## config.mk

```make
export PLATFORM = sky130hd
export DESIGN_NAME = wb_port_arbiter
export DESIGN_NICKNAME = d
export VERILOG_FILES = /design/src/rtl/wb_port_arbiter.sv
export SDC_FILE = /design/constraint.sdc
export NUM_CORES = 1
export LEC_CHECK = 0
export CORE_ASPECT_RATIO = 1.25
export CORE_MARGIN = 10
export CORE_UTILIZATION = 35
export CTS_CLUSTER_SIZE = 16
export DETAILED_ROUTE_END_ITERATION = 8
export GPL_TIMING_DRIVEN = 0
export HOLD_SLACK_MARGIN = 0.02
export PLACE_DENSITY = 0.63
export SYNTH_ARGS = -nofsm -noshare
export SYNTH_HDL_FRONTEND = slang
export SYNTH_SLANG_ARGS = --single-unit
```

## constraint.sdc

```tcl
create_clock -name clk_i -period 2.2 [get_ports clk_i]
set_input_delay 0.44 -clock clk_i [delete_from_list [all_inputs] [get_ports clk_i]]
set_output_delay 0.44 -clock clk_i [all_outputs]
set_load 0.02 [all_outputs]
```

## src/rtl/wb_port_arbiter.sv

```systemverilog
`default_nettype none
//==============================================================================
// Module  : wb_port_arbiter
// Desc    : Shares the single register-file write port between the MEM/WB
//           writeback and out-of-band multiplier results. Pipeline writes
//           always win. Multiplier results wait in a small FIFO and drain into
//           idle writeback slots. A pending-register mask feeds the issue
//           interlock. A starvation stall requests a front-end bubble when
//           the FIFO cannot drain.
// Options : WB_BYPASS_EN - when defined, an accepted result that finds the FIFO
//           empty and the pipe slot idle is written straight to the port.
// Rev     : 1.0 - initial release
//==============================================================================
module wb_port_arbiter #(
  parameter int DEPTH      = 4,
  parameter int STARVE_MAX = 8
) (
  input  logic        clk_i,
  input  logic        rst_n_i,
  input  logic [5:0]  pipe_reg_num_i,
  input  logic [31:0] pipe_data_i,
  input  logic        mul_valid_i,
  input  logic [4:0]  mul_rd_i,
  input  logic [31:0] mul_data_i,
  output logic        mul_ready_o,
  output logic        rf_we_o,
  output logic [4:0]  rf_waddr_o,
  output logic [31:0] rf_wdata_o,
  output logic [31:0] pend_o,
  output logic        stall_o
);

  localparam int                 c_PTR_W      = $clog2(DEPTH);
  localparam int                 c_CNT_W      = c_PTR_W + 1;
  localparam logic [c_CNT_W-1:0] c_DEPTH      = c_CNT_W'(DEPTH);
  localparam logic [4:0]         c_STARVE_MAX = 5'(STARVE_MAX);
  localparam logic [4:0]         c_STARVE_SAT = 5'd31;

  // FIFO storage: one live flag, destination and data per slot
  logic [DEPTH-1:0]   r_live;
  logic [4:0]         r_rd   [DEPTH];
  logic [31:0]        r_data [DEPTH];
  logic [c_PTR_W-1:0] r_head;
  logic [c_PTR_W-1:0] r_tail;
  logic [c_CNT_W-1:0] r_count;

  logic [4:0]         r_starve;
  logic               r_stall;
  logic               r_rf_we;
  logic [4:0]         r_rf_waddr;
  logic [31:0]        r_rf_wdata;

  logic               w_busy;
  logic [4:0]         w_pipe_rd;
  logic               w_empty;
  logic               w_full;
  logic               w_accept;
  logic               w_bypass;
  logic               w_push;
  logic               w_push_live;
  logic               w_head_live;
  logic               w_pop;
  logic               w_live_pop;
  logic               w_any_live;
  logic [DEPTH-1:0]   w_squash;
  logic [DEPTH-1:0]   w_live_nxt;
  logic [31:0]        w_pend;
  logic [4:0]         w_starve_nxt;
  logic               w_stall_nxt;

  assign w_busy      = pipe_reg_num_i[5];
  assign w_pipe_rd   = pipe_reg_num_i[4:0];
  assign w_empty     = (r_count == '0);
  assign w_full      = (r_count == c_DEPTH);
  // Held low during reset so nothing can be handed over while state is cleared
  assign mul_ready_o = rst_n_i & ~w_full;
  assign w_accept    = mul_valid_i & mul_ready_o;

`ifdef WB_BYPASS_EN
  // Nothing queued ahead and the port is free: skip the FIFO entirely
  assign w_bypass = w_accept & w_empty & ~w_busy;
`else
  assign w_bypass = 1'b0;
`endif

  assign w_push      = w_accept & ~w_bypass;
  // A same-cycle pipe write to the same register is younger and wins
  assign w_push_live = ~(w_busy & (mul_rd_i == w_pipe_rd));

  assign w_head_live = ~w_empty & r_live[r_head];
  // Dead heads are discarded even when the pipe owns the port
  assign w_pop       = ~w_empty & (~w_busy | ~r_live[r_head]);
  assign w_live_pop  = w_pop & w_head_live;
  assign w_any_live  = |r_live;

  // Per-slot match against the pipe write that supersedes queued results
  for (genvar g = 0; g < DEPTH; g++) begin : g_squash
    assign w_squash[g] = w_busy & (r_rd[g] == w_pipe_rd);
  end

  // Next live flags: squash, retire the popped head, mark the new tail
  always_comb begin
    w_live_nxt = r_live & ~w_squash;
    if (w_pop) begin
      w_live_nxt[r_head] = 1'b0;
    end
    if (w_push) begin
      w_live_nxt[r_tail] = w_push_live;
    end
  end

  // Pending mask: one bit per register with a live queued result
  always_comb begin
    w_pend = '0;
    for (int i = 0; i < DEPTH; i++) begin
      if (r_live[i]) begin
        w_pend[r_rd[i]] = 1'b1;
      end
    end
  end

  assign pend_o = w_pend;

  // Starvation tracking; a stall with nothing live left to drain would never
  // see a live pop, so it also drops once the queue holds no live entry
  always_comb begin
    w_starve_nxt = r_starve;
    w_stall_nxt  = r_stall;
    if (w_live_pop || !w_any_live) begin
      w_starve_nxt = '0;
      w_stall_nxt  = 1'b0;
    end else if (w_head_live && w_busy) begin
      if (r_starve != c_STARVE_SAT) begin
        w_starve_nxt = r_starve + 5'd1;
      end
      if (w_starve_nxt == c_STARVE_MAX) begin
        w_stall_nxt = 1'b1;
      end
    end
  end

  // FIFO pointers, occupancy and entry storage
  always_ff @(posedge clk_i or negedge rst_n_i) begin
    if (!rst_n_i) begin
      r_live  <= '0;
      r_head  <= '0;
      r_tail  <= '0;
      r_count <= '0;
      for (int i = 0; i < DEPTH; i++) begin
        r_rd[i]   <= '0;
        r_data[i] <= '0;
      end
    end else begin
      r_live <= w_live_nxt;
      if (w_push) begin
        r_rd[r_tail]   <= mul_rd_i;
        r_data[r_tail] <= mul_data_i;
        r_tail         <= r_tail + c_PTR_W'(1);
      end
      if (w_pop) begin
        r_head <= r_head + c_PTR_W'(1);
      end
      case ({w_push, w_pop})
        2'b10:   r_count <= r_count + c_CNT_W'(1);
        2'b01:   r_count <= r_count - c_CNT_W'(1);
        default: r_count <= r_count;
      endcase
    end
  end

  // Starvation counter and front-end bubble request
  always_ff @(posedge clk_i or negedge rst_n_i) begin
    if (!rst_n_i) begin
      r_starve <= '0;
      r_stall  <= 1'b0;
    end else begin
      r_starve <= w_starve_nxt;
      r_stall  <= w_stall_nxt;
    end
  end

  // Write-port register: pipe first, then live FIFO head, then bypass
  always_ff @(posedge clk_i or negedge rst_n_i) begin
    if (!rst_n_i) begin
      r_rf_we    <= 1'b0;
      r_rf_waddr <= '0;
      r_rf_wdata <= '0;
    end else if (w_busy) begin
      r_rf_we    <= 1'b1;
      r_rf_waddr <= w_pipe_rd;
      r_rf_wdata <= pipe_data_i;
    end else if (w_live_pop) begin
      r_rf_we    <= 1'b1;
      r_rf_waddr <= r_rd[r_head];
      r_rf_wdata <= r_data[r_head];
    end else if (w_bypass) begin
      r_rf_we    <= 1'b1;
      r_rf_waddr <= mul_rd_i;
      r_rf_wdata <= mul_data_i;
    end else begin
      r_rf_we    <= 1'b0;
    end
  end

  assign rf_we_o    = r_rf_we;
  assign rf_waddr_o = r_rf_waddr;
  assign rf_wdata_o = r_rf_wdata;
  assign stall_o    = r_stall;

endmodule
`default_nettype wire

```

Word level (Yosys, flattened, before mapping). Cells that the tools add are included.

Flip-flop bits (word level): 203. Latch bits: 0. Memory bits (writable): 0. ROM bits: 0. Output and inout bits: 72. Logic and storage cells: 137. Memories kept: 0.

Add/sub/neg operators: 5. $mul: 0. Div/mod/pow operators: 0. $lt $le $gt $ge: 15. Equality and inequality tests: 10. Shifts and indexed selects: 0. Mux-type cells: 48. Bitwise logic cells: 25. Reductions and logical operators: 17.

Operator list (number): $mux 32 (9); $bwmux 128 (1); $or 32x32->32 (3); $bmux 32 s2 (1); $demux 32 s2 (1); $mux 5 (10); $eq 5x5->1 (5); $lt 5x6->1 const B (4); $bwmux 20 (1); $demux 1 s5 (4); $ge 5x1->1 const B (4); $mux 1 (12); $and 1x1->1 (10); $bmux 5 s2 (1); $demux 5 s2 (1); $and 4x4->4 (2); $logic_and 1x1->1 (8); $mux 4 (2); $not 4->4 (2); $reduce_bool 2->1 (4); $ge 3x3->1 const B (2); $lt 2x3->1 const B (2); $not 2->3 (2); $pmux 3 s2 (1); 21 further kinds (28).

Longest topological paths before layout. Gate-level depths: netlist of the first run.

Depth in word-level cells: 12. Mapped depth: 9.

Worst setup path before layout of the first run. OpenSTA, ideal clock, no wires.

Path kind: register to register. Start: register r_head[0]. End: register r_count[2]. Arrival: 2.267 ns. Setup slack: -0.146 ns. Stages on the path, launching flop included: 9. Clock period less this slack: 2.346 ns. Cell sequence: dfrtp_1 > mux4_2 > a21boi_2 > ha_1 > inv_1 > fa_1 > xor2_1 > nor2_1 > xor2_1.

Word-level cells in the longest chain between the ends: 7. Elaborated cells on any way between the ends: 9. Those cells by class: 2 x eq/ne; 3 x mux; 3 x bitwise; 1 x reduce/logical.

Ends and longest elaborated chain: start, declared (RTL line 43) `logic [c_PTR_W-1:0] r_head;`; start signal, assigned (RTL line 161) `r_head <= r_head + c_PTR_W'(1);`; $bmux 1 s2 (*) (RTL line 92) `assign w_pop = ~w_empty & (~w_busy | ~r_live[r_head]);`; $mux 1 (implied by the code) (*) (RTL line 92); $not 1->1 (*) (RTL line 92); $or 1x1->1 (*) (RTL line 92); $and 1x1->1 (*) (RTL line 92); $eq 2x1->1 or $eq 2x2->1 (tied branches) (RTL line 163) `case ({w_push, w_pop})`; $pmux 3 s2 or $reduce_bool 2->1 (tied branches); end signal, assigned (RTL line 164) `2'b10: r_count <= r_count + c_CNT_W'(1);`; end signal, assigned (RTL line 165) `2'b01: r_count <= r_count - c_CNT_W'(1);`; end signal, assigned (RTL line 166) `default: r_count <= r_count;`; end, declared (RTL line 45) `logic [c_CNT_W-1:0] r_count;`.

Every way passes the cells marked *; elsewhere a longest branch is shown, timed or not. The select of a mux whose other input is x is not followed. A chain may end at the register's enable or synchronous reset.

Worst setup path after layout of the first run.
Start: register r_rd[6] (netlist name). End: output pend_o[24].

Word-level cells in the longest chain between the ends: 8. Elaborated cells on any way between the ends: 9. Those cells by class: 2 x order compare; 4 x mux; 2 x bitwise; 1 x reduce/logical.

Ends and longest elaborated chain: start, declared (RTL line 41) `logic [4:0] r_rd [DEPTH];`; start signal, assigned by index (RTL line 156) `r_rd[r_tail] <= mul_rd_i;`; $lt 5x6->1 (implied by the code) or $ge 5x1->1 (tied branches) (RTL line 117) `w_pend[r_rd[i]] = 1'b1;`; $logic_and 1x1->1 (implied by the code) (RTL line 117); $mux 1 (implied by the code) (RTL line 117); $demux 1 s5 (*) (RTL line 117); $or 32x32->32 (no line) (*); $mux 32 (*) (RTL line 116) `if (r_live[i]) begin`; $or 32x32->32 (no line); $mux 32 (*) (RTL line 116); end, declared (RTL line 29) `output logic [31:0] pend_o,`.

Every way passes the cells marked *; elsewhere a longest branch is shown, timed or not.

==> results.sh, run 1 <==
export IMPL_number_of_enable_flip_flop_cells_after_synthesis=0
export IMPL_timing_setup_critical_path_class="reg2out"
export IMPL_critPathCaptureType="output port"
export IMPL_synth_top_cell_area_share_pct=48.3
export IMPL_final_setup_worst_slack_ns=-0.184
export IMPL_final_period_utilization_pct=108
export IMPL_intPower_w=0.0133
export IMPL_clock_share_of_power_pct=16.7
export IMPL_synth_yosys_warnings=0
export IMPL_unrepaired_setup_endpoints_after_global_routing="true"
export IMPL_synth_fp_nets=910
export IMPL_maxClockFrequency_mhz=419
export IMPL_syn_area_per_cell_um2=12.8
export IMPL_finalHoldViolCount=0
export IMPL_number_of_different_library_cells_in_the_post_synthesis_netlist=46
export IMPL_pin_count_of_the_biggest_net_entering_global_routing=94
export IMPL_detailedRoute_firstPassIterationCount=5
export IMPL_port_buffer_count=143
export IMPL_finalInstanceArea_um2=14500
export IMPL_ioPinCount=150
export IMPL_yosys_area_top_type="dfrtp_1"
export IMPL_tightest_slew_ns=1.05
export IMPL_synthesis_instances=821
export IMPL_worstSkewPairLatency_ns=0.50
export IMPL_core_area_um2=29400
export IMPL_final_nets=1146
export IMPL_netlist_area_um2=10500
export IMPL_grt_first_pass_wirelength_um=49400
export IMPL_final_antenna_net_count=0
export IMPL_drv_cap=0
export IMPL_syn2layout_area_growth_pct=38.2
export IMPL_vias=8004
export IMPL_antenna_found_initial=1
export IMPL_placed_cells_incl_taps=1361
export IMPL_p_switching_w=0.00741
export IMPL_clk_pin_slew_ns=0.06
export IMPL_async_reset_ff_share_pct=100
export IMPL_synth_area_leaders="dfrtp_1 (48%), mux2_2 (16%), mux4_2 (8.1%), mux2i_1 (4.0%), a221o_1 (2.0%)"
export IMPL_fp_dieH_um=214
export IMPL_die_area_um2=37400
export IMPL_numCtsBuffers=21
export IMPL_leakagePower_nw=5.89
export IMPL_initial_drc_count=740
export IMPL_status="finished, violations left"
export IMPL_ys_ff_latch=203
export IMPL_setup_violating_endpoint_count_in_the_final_report=34
export IMPL_layout_cells_sized_above_1_pct=43.8
export IMPL_dp_final_hpwl_um=21500
export IMPL_combPwrFrac_pct=50.4
export IMPL_timing_slew_headroom_pct=29.0
export IMPL_grt_remaining_overflow=0
export IMPL_vias_per_cell=5.45
export IMPL_drt_total_wl_um=32300
export IMPL_cts_buffer_depth=3
export IMPL_power_density_cell_area_nw_per_um2=1420
export IMPL_drc=0
export IMPL_maxSlewViolCount=0
export IMPL_cp_required_ns=1.76
export IMPL_timing_critical_path_from_type="flop"
export IMPL_gp_routability_congestion=0.938
export IMPL_routedWlPerCell_um=22.0
export IMPL_power_share_sequential_pct=32.9
export IMPL_first_global_vias=8467
export IMPL_track_usage_pct=16.6
export IMPL_final_core_utilization_pct=49.3
export IMPL_tritoncts_clock_tree="done"
export IMPL_synth_top_flop_cell="dfrtp_1"
export IMPL_violations="setup timing"
export IMPL_synth_yosys_seq_area_share_pct=48.3
export IMPL_arrival_ns=1.94
export IMPL_fin_tns_setup_ns=-3.87
export IMPL_clock_tree_htree_level_count=1
export IMPL_power_switching_fraction_pct=35.8
export IMPL_power_total_w=0.0207
export IMPL_fin_worst_skew_ns=0.0130
export IMPL_timing_critical_path_from="r_rd[6]$_DFFE_PN0P_"
export IMPL_initial_core_util_pct=35.7
export IMPL_clockRootBuffer="clkbuf_16"
export IMPL_rows=70
export IMPL_clock_sinks=203
export IMPL_min_from="pipe_reg_num_i[2]"
export IMPL_worst_ir_drop_vdd_mv=0.661
export IMPL_place_area_um2=12500
export IMPL_critPathMaxFanout=8
export IMPL_critical_path_reg2reg_startpoint="r_live[2]$_DFF_PN0_"
export IMPL_die_width_um=175
export IMPL_final_cell_count_no_fill=1468
export IMPL_worst_hold_path_type="in2reg"
export IMPL_min_period_ns=2.38
[power groups by stage]
stage                     logic (W)  registers [W]  clock network, W
after floorplan             0.00577        0.00658                 0
after global placement      0.00851        0.00654                 0
after global routing         0.0111        0.00702           0.00371
final                        0.0104        0.00681           0.00346
after detailed placement    0.00863        0.00660                 0
after CTS                   0.00982        0.00675           0.00357
[through the flow]
stage               hold WS, ns  setup WS, ns
global placement          0.480         -8.22
CTS                       0.337        -0.163
detailed placement        0.491        -0.881
floorplan                 0.144       -0.0482
global route              0.360        -0.241
finish                    0.365        -0.184
[registers in the layout, indices dropped and copies added, names as in the netlist]
signal	flops
r_head	2
rf_wdata_o	32
rf_we_o	1
stall_o	1
r_live	4
r_data	128
rf_waddr_o	5
r_count	3
r_tail	2
r_rd	20
r_starve	5
[what timing repair did]
action,in CTS,in global routing
gates cloned,3,0
endpoints found under the hold margin,110,0
setup endpoints to repair,115,76
setup buffers,59,17
pin swaps,27,24
hold buffers,3,0
gates resized for setup,306,80
[cells in the final DEF, fill, tap and decap left out, types with 10 or more instances in the layout]
cell type and n:
o21ai_0 20, clkdlybuf4s50_1 109, buf_6 45, mux2i_1 41
clkbuf_16 22, mux4_2 38, a221o_1 21, xor2_1 22
mux2_2 149, nand2_1 51, inv_1 11, o221ai_2 10
buf_4 71, o22ai_2 12, dfrtp_1 183, clkbuf_1 24
dfrtp_2 20, o21ai_1 19
[synth_stat cells (all sizes together), types with 8 or more instances]
cell,n
dfrtp,203
mux2,149
nand2,53
mux2i,42
o21ai,39
mux4,38
clkbuf,37
buf,27
xor2,22
a221o,21
o22ai,17
inv,16
o221ai,15
nor2,14
a22oi,11
and3,11
nand3,11
ha,10
nand3b,9
nor3b,9
xnor2,8
[area by class of cell]
type                            count  area, µm²
Antenna cell                        1       2.50
Timing Repair Buffer              225       2250
Buffer                             52        453
Multi-Input combinational cell    538       5490
Clock inverter                      4       47.5
Inverter                           16       62.6
Tap cell                          396        495
Clock buffer                       33        611
Sequential cell                   203       5100
Fill cell                        2626      14900
[kinds of logic (layout without fill, tap and decap cells)]
logic type      count (synthesis)  after routing  synth area share (%)
simple gates                  151            151                  7.80
other cells                     0              1                     0
buf+inv                        80            330                  4.00
mux                           229            229                  28.1
compound gates                117            117                  7.86
xor+xnor                       30             30                  2.50
flops                         203            203                  48.3
fa+ha+maj                      11             11                  1.38
[worst max-delay path, stage by stage (launching register included)]
cell	delay (ns)
dfrtp_2	0.46
or3_4	0.51
o22ai_2	0.17
a221o_1	0.17
buf_6	0.13
[routing by layer]
metal	wire, µm	vias to the layer above	global-route usage [%]
met3	1830	81	2.99
met5	13	-	0
li1	-	3539	-
met1	12900	4095	19.9
met2	16700	287	29.7
met4	907	2	5.01
[path summary, 6_finish.rpt]
kind	end	slack [ns]	depth (start not counted)
worst max-delay path	pend_o[24]	-0.18	4
max in group asynchronous	rf_wdata_o[27]$_DFFE_PN0P_	1.04	3
worst max register to register	r_count[2]$_DFFE_PN0P_	-0.17	9
worst min register to register	r_data[80]$_DFFE_PN0P_	0.50	1
worst min-delay path	rf_waddr_o[2]$_DFFE_PN0P_	0.37	3
min in group asynchronous	r_data[127]$_DFFE_PN0P_	0.63	2
Note: power is estimated with default switching activity, not from simulation.
==> run 2, diff against run 1 <==
--- a/config.mk
+++ b/config.mk
@@ -5,14 +5,13 @@
 export SDC_FILE = /design/constraint.sdc
 export NUM_CORES = 1
 export LEC_CHECK = 0
-export CORE_ASPECT_RATIO = 1.25
 export CORE_MARGIN = 10
 export CORE_UTILIZATION = 35
 export CTS_CLUSTER_SIZE = 16
 export DETAILED_ROUTE_END_ITERATION = 8
 export GPL_TIMING_DRIVEN = 0
 export HOLD_SLACK_MARGIN = 0.02
-export PLACE_DENSITY = 0.63
+export PLACE_DENSITY = 0.61
 export SYNTH_ARGS = -nofsm -noshare
 export SYNTH_HDL_FRONTEND = slang
 export SYNTH_SLANG_ARGS = --single-unit
==> constraint.sdc (replaced) <==
create_clock -name clk_i -period 3 [get_ports clk_i]
set_input_delay 0.6 -clock clk_i [delete_from_list [all_inputs] [get_ports clk_i]]
set_output_delay 0.6 -clock clk_i [all_outputs]
set_load 0.02 [all_outputs]
==> run 2 against run 1 <==
Net effect: the flow now finishes without violations; sequential cell count unchanged; clock skew decreased by 0.0036 ns; non-clock buffer count decreased by 63; sequential share of layout area increased by 2.6 points; global-route usage decreased by 0.86 points; combinational power decreased by 40%; critical endpoint is now pend_o[9]; largest power group unchanged.
==> results.sh, run 2 (synthesis results as in run 1) <==
export IMPL_status="finished clean"
export IMPL_dp_final_hpwl_um=21200
export IMPL_fp_dieH_um=193
export IMPL_worst_ir_drop_vdd_mv=0.496
export IMPL_vias_per_cell=5.41
export IMPL_largest_register_by_flop_count="r_data"
export IMPL_vias=7588
export IMPL_detailedRoute_firstPassIterationCount=7
export IMPL_clk_pin_slew_ns=0.06
export IMPL_gp_routability_congestion=0.911
export IMPL_pin_count_of_the_biggest_net_entering_global_routing=61
export IMPL_syn2layout_area_growth_pct=28.2
export IMPL_finalInstanceArea_um2=13500
export IMPL_final_nets=1085
export IMPL_power_density_cell_area_nw_per_um2=1030
export IMPL_core_area_um2=29600
export IMPL_track_usage_pct=15.8
export IMPL_drv_cap=0
export IMPL_port_buffer_count=143
export IMPL_most_used_cells_in_the_layout_excluding_fill_and_tap_cells="dfrtp_1 (199), mux2_2 (149), clkdlybuf4s50_1 (115)"
export IMPL_setup_violating_endpoint_count_in_the_final_report=0
export IMPL_antenna_found_initial=5
export IMPL_ioPinCount=150
export IMPL_worstSkewPairLatency_ns=0.49
export IMPL_cts_buffer_depth=3
export IMPL_tritoncts_clock_tree="done"
export IMPL_worst_hold_path_type="in2async"
export IMPL_clock_tree_htree_level_count=1
export IMPL_timing_critical_path_from_type="flop"
export IMPL_drc=0
export IMPL_final_setup_worst_slack_ns=0.0771
export IMPL_layout_cells_sized_above_1_pct=30.6
export IMPL_min_period_ns=2.92
export IMPL_grt_remaining_overflow=0
export IMPL_grt_first_pass_wirelength_um=48000
export IMPL_fin_tns_setup_ns=0
export IMPL_first_global_vias=8060
export IMPL_initial_drc_count=577
export IMPL_drt_total_wl_um=30500
export IMPL_final_fill_count=2763
export IMPL_routedWlPerCell_um=21.8
export IMPL_maxClockFrequency_mhz=342
export IMPL_critPathMaxFanout=10
export IMPL_timing_setup_critical_path_class="reg2out"
export IMPL_clockRootBuffer="clkbuf_16"
export IMPL_maxSlewViolCount=0
export IMPL_critPathCaptureType="output port"
export IMPL_cp_required_ns=2.40
export IMPL_numCtsBuffers=23
export IMPL_final_antenna_net_count=0
export IMPL_initial_core_util_pct=35.5
export IMPL_die_area_um2=37400
export IMPL_place_area_um2=12500
export IMPL_finalHoldViolCount=0
export IMPL_dp_worst_setup_slack_ns=-0.563
export IMPL_leakagePower_nw=5.61
export IMPL_rows=63
export IMPL_largest_register_ffs=128
export IMPL_die_width_um=193
export IMPL_clock_sinks=203
export IMPL_final_period_utilization_pct=97.4
export IMPL_arrival_ns=2.32
export IMPL_timing_slew_headroom_pct=41.4
export IMPL_fin_worst_skew_ns=0.00936
export IMPL_tightest_slew_ns=0.872
export IMPL_layout_commonest_cell="dfrtp_1"
## run 2: changes by cell type in the layout (fill, tap and decap cells not counted), moves of 12 or more
cell,change
buf_4,-53
buf_6,-33
dfrtp_1,+16
dfrtp_2,-16
dlygate4sd2_1,+20
o221ai_1,+12
o22ai_1,+12
o22ai_2,-12
## run 2: area by class of cell
| cell class | count | area (µm²) | area share, % |
|---|---|---|---|
| Clock inverter | 6 | 57.6 | 0.427 |
| Tap cell | 390 | 488 | 3.62 |
| Timing Repair Buffer | 160 | 1640 | 12.2 |
| Antenna cell | 2 | 5.00 | 0.0372 |
| Buffer | 54 | 343 | 2.55 |
| Clock buffer | 33 | 673 | 5.00 |
| Multi-Input combinational cell | 538 | 5110 | 38.0 |
| Sequential cell | 203 | 5080 | 37.8 |
| Inverter | 16 | 60.1 | 0.446 |
## run 2: worst max-delay path: stages, from the launching register on
cell and delay, ns:
dfrtp_1 0.39, clkbuf_2 0.22, or3b_2 0.56, o22ai_1 0.14, a221o_1 0.16, dlygate4sd2_1 0.35
## run 2: worst paths after layout
path	cells after the start	slack [ns]	endpoint	startpoint
max	5	0.08	pend_o[9]	r_rd[2]$_DFFE_PN0P_
max reg2reg	8	0.32	r_count[2]$_DFFE_PN0P_	r_head[0]$_DFFE_PN0N_
max in group asynchronous	2	2.49	r_data[50]$_DFFE_PN0P_	rst_n_i
min in group clk_i	3	0.49	rf_waddr_o[2]$_DFFE_PN0P_	pipe_reg_num_i[2]
min reg2reg	1	0.49	r_count[2]$_DFFE_PN0P_	r_count[2]$_DFFE_PN0P_
min	2	0.08	rf_wdata_o[25]$_DFFE_PN0P_	rst_n_i
## run 2: what timing repair did
action,4_1_cts,5_1_grt
endpoints found under the setup margin,33,17
hold buffers,1,0
gates resized for setup,60,17
endpoints found under the hold margin,42,0
gates cloned,2,0
pin swaps,2,1
setup buffers,4,9
## run 2: power by group
group | switching, W | internal (W) | total [W]
Combinational | 0.00298 | 0.00330 | 0.00628
Sequential | 0.000922 | 0.00403 | 0.00495
Clock | 0.00108 | 0.00163 | 0.00271
Total | 0.00497 | 0.00896 | 0.0139
## run 2: stage by stage
step | total power, W | hold WS (ns) | util (%) | instances
finish | 0.0139 | 0.0818 | 45.4 | 1402
global placement | 0.0110 | 0.481 | 41.9 | 1354
detailed placement | 0.0111 | 0.487 | 42.0 | 1355
global route | 0.0148 | 0.0830 | 45.4 | 1400
floorplan | 0.00904 | 0.304 | - | 821
CTS | 0.0140 | 0.0737 | 45.1 | 1392
## run 2: metal layers
layer  share of wire [%]  track usage, %  up-vias
met3                 6.7            4.03       51
met2                  47            25.6      256
met4                 1.5            3.12        6
met1                  45            20.8     3855
met5                0.13               0        -
li1                    -               -     3420
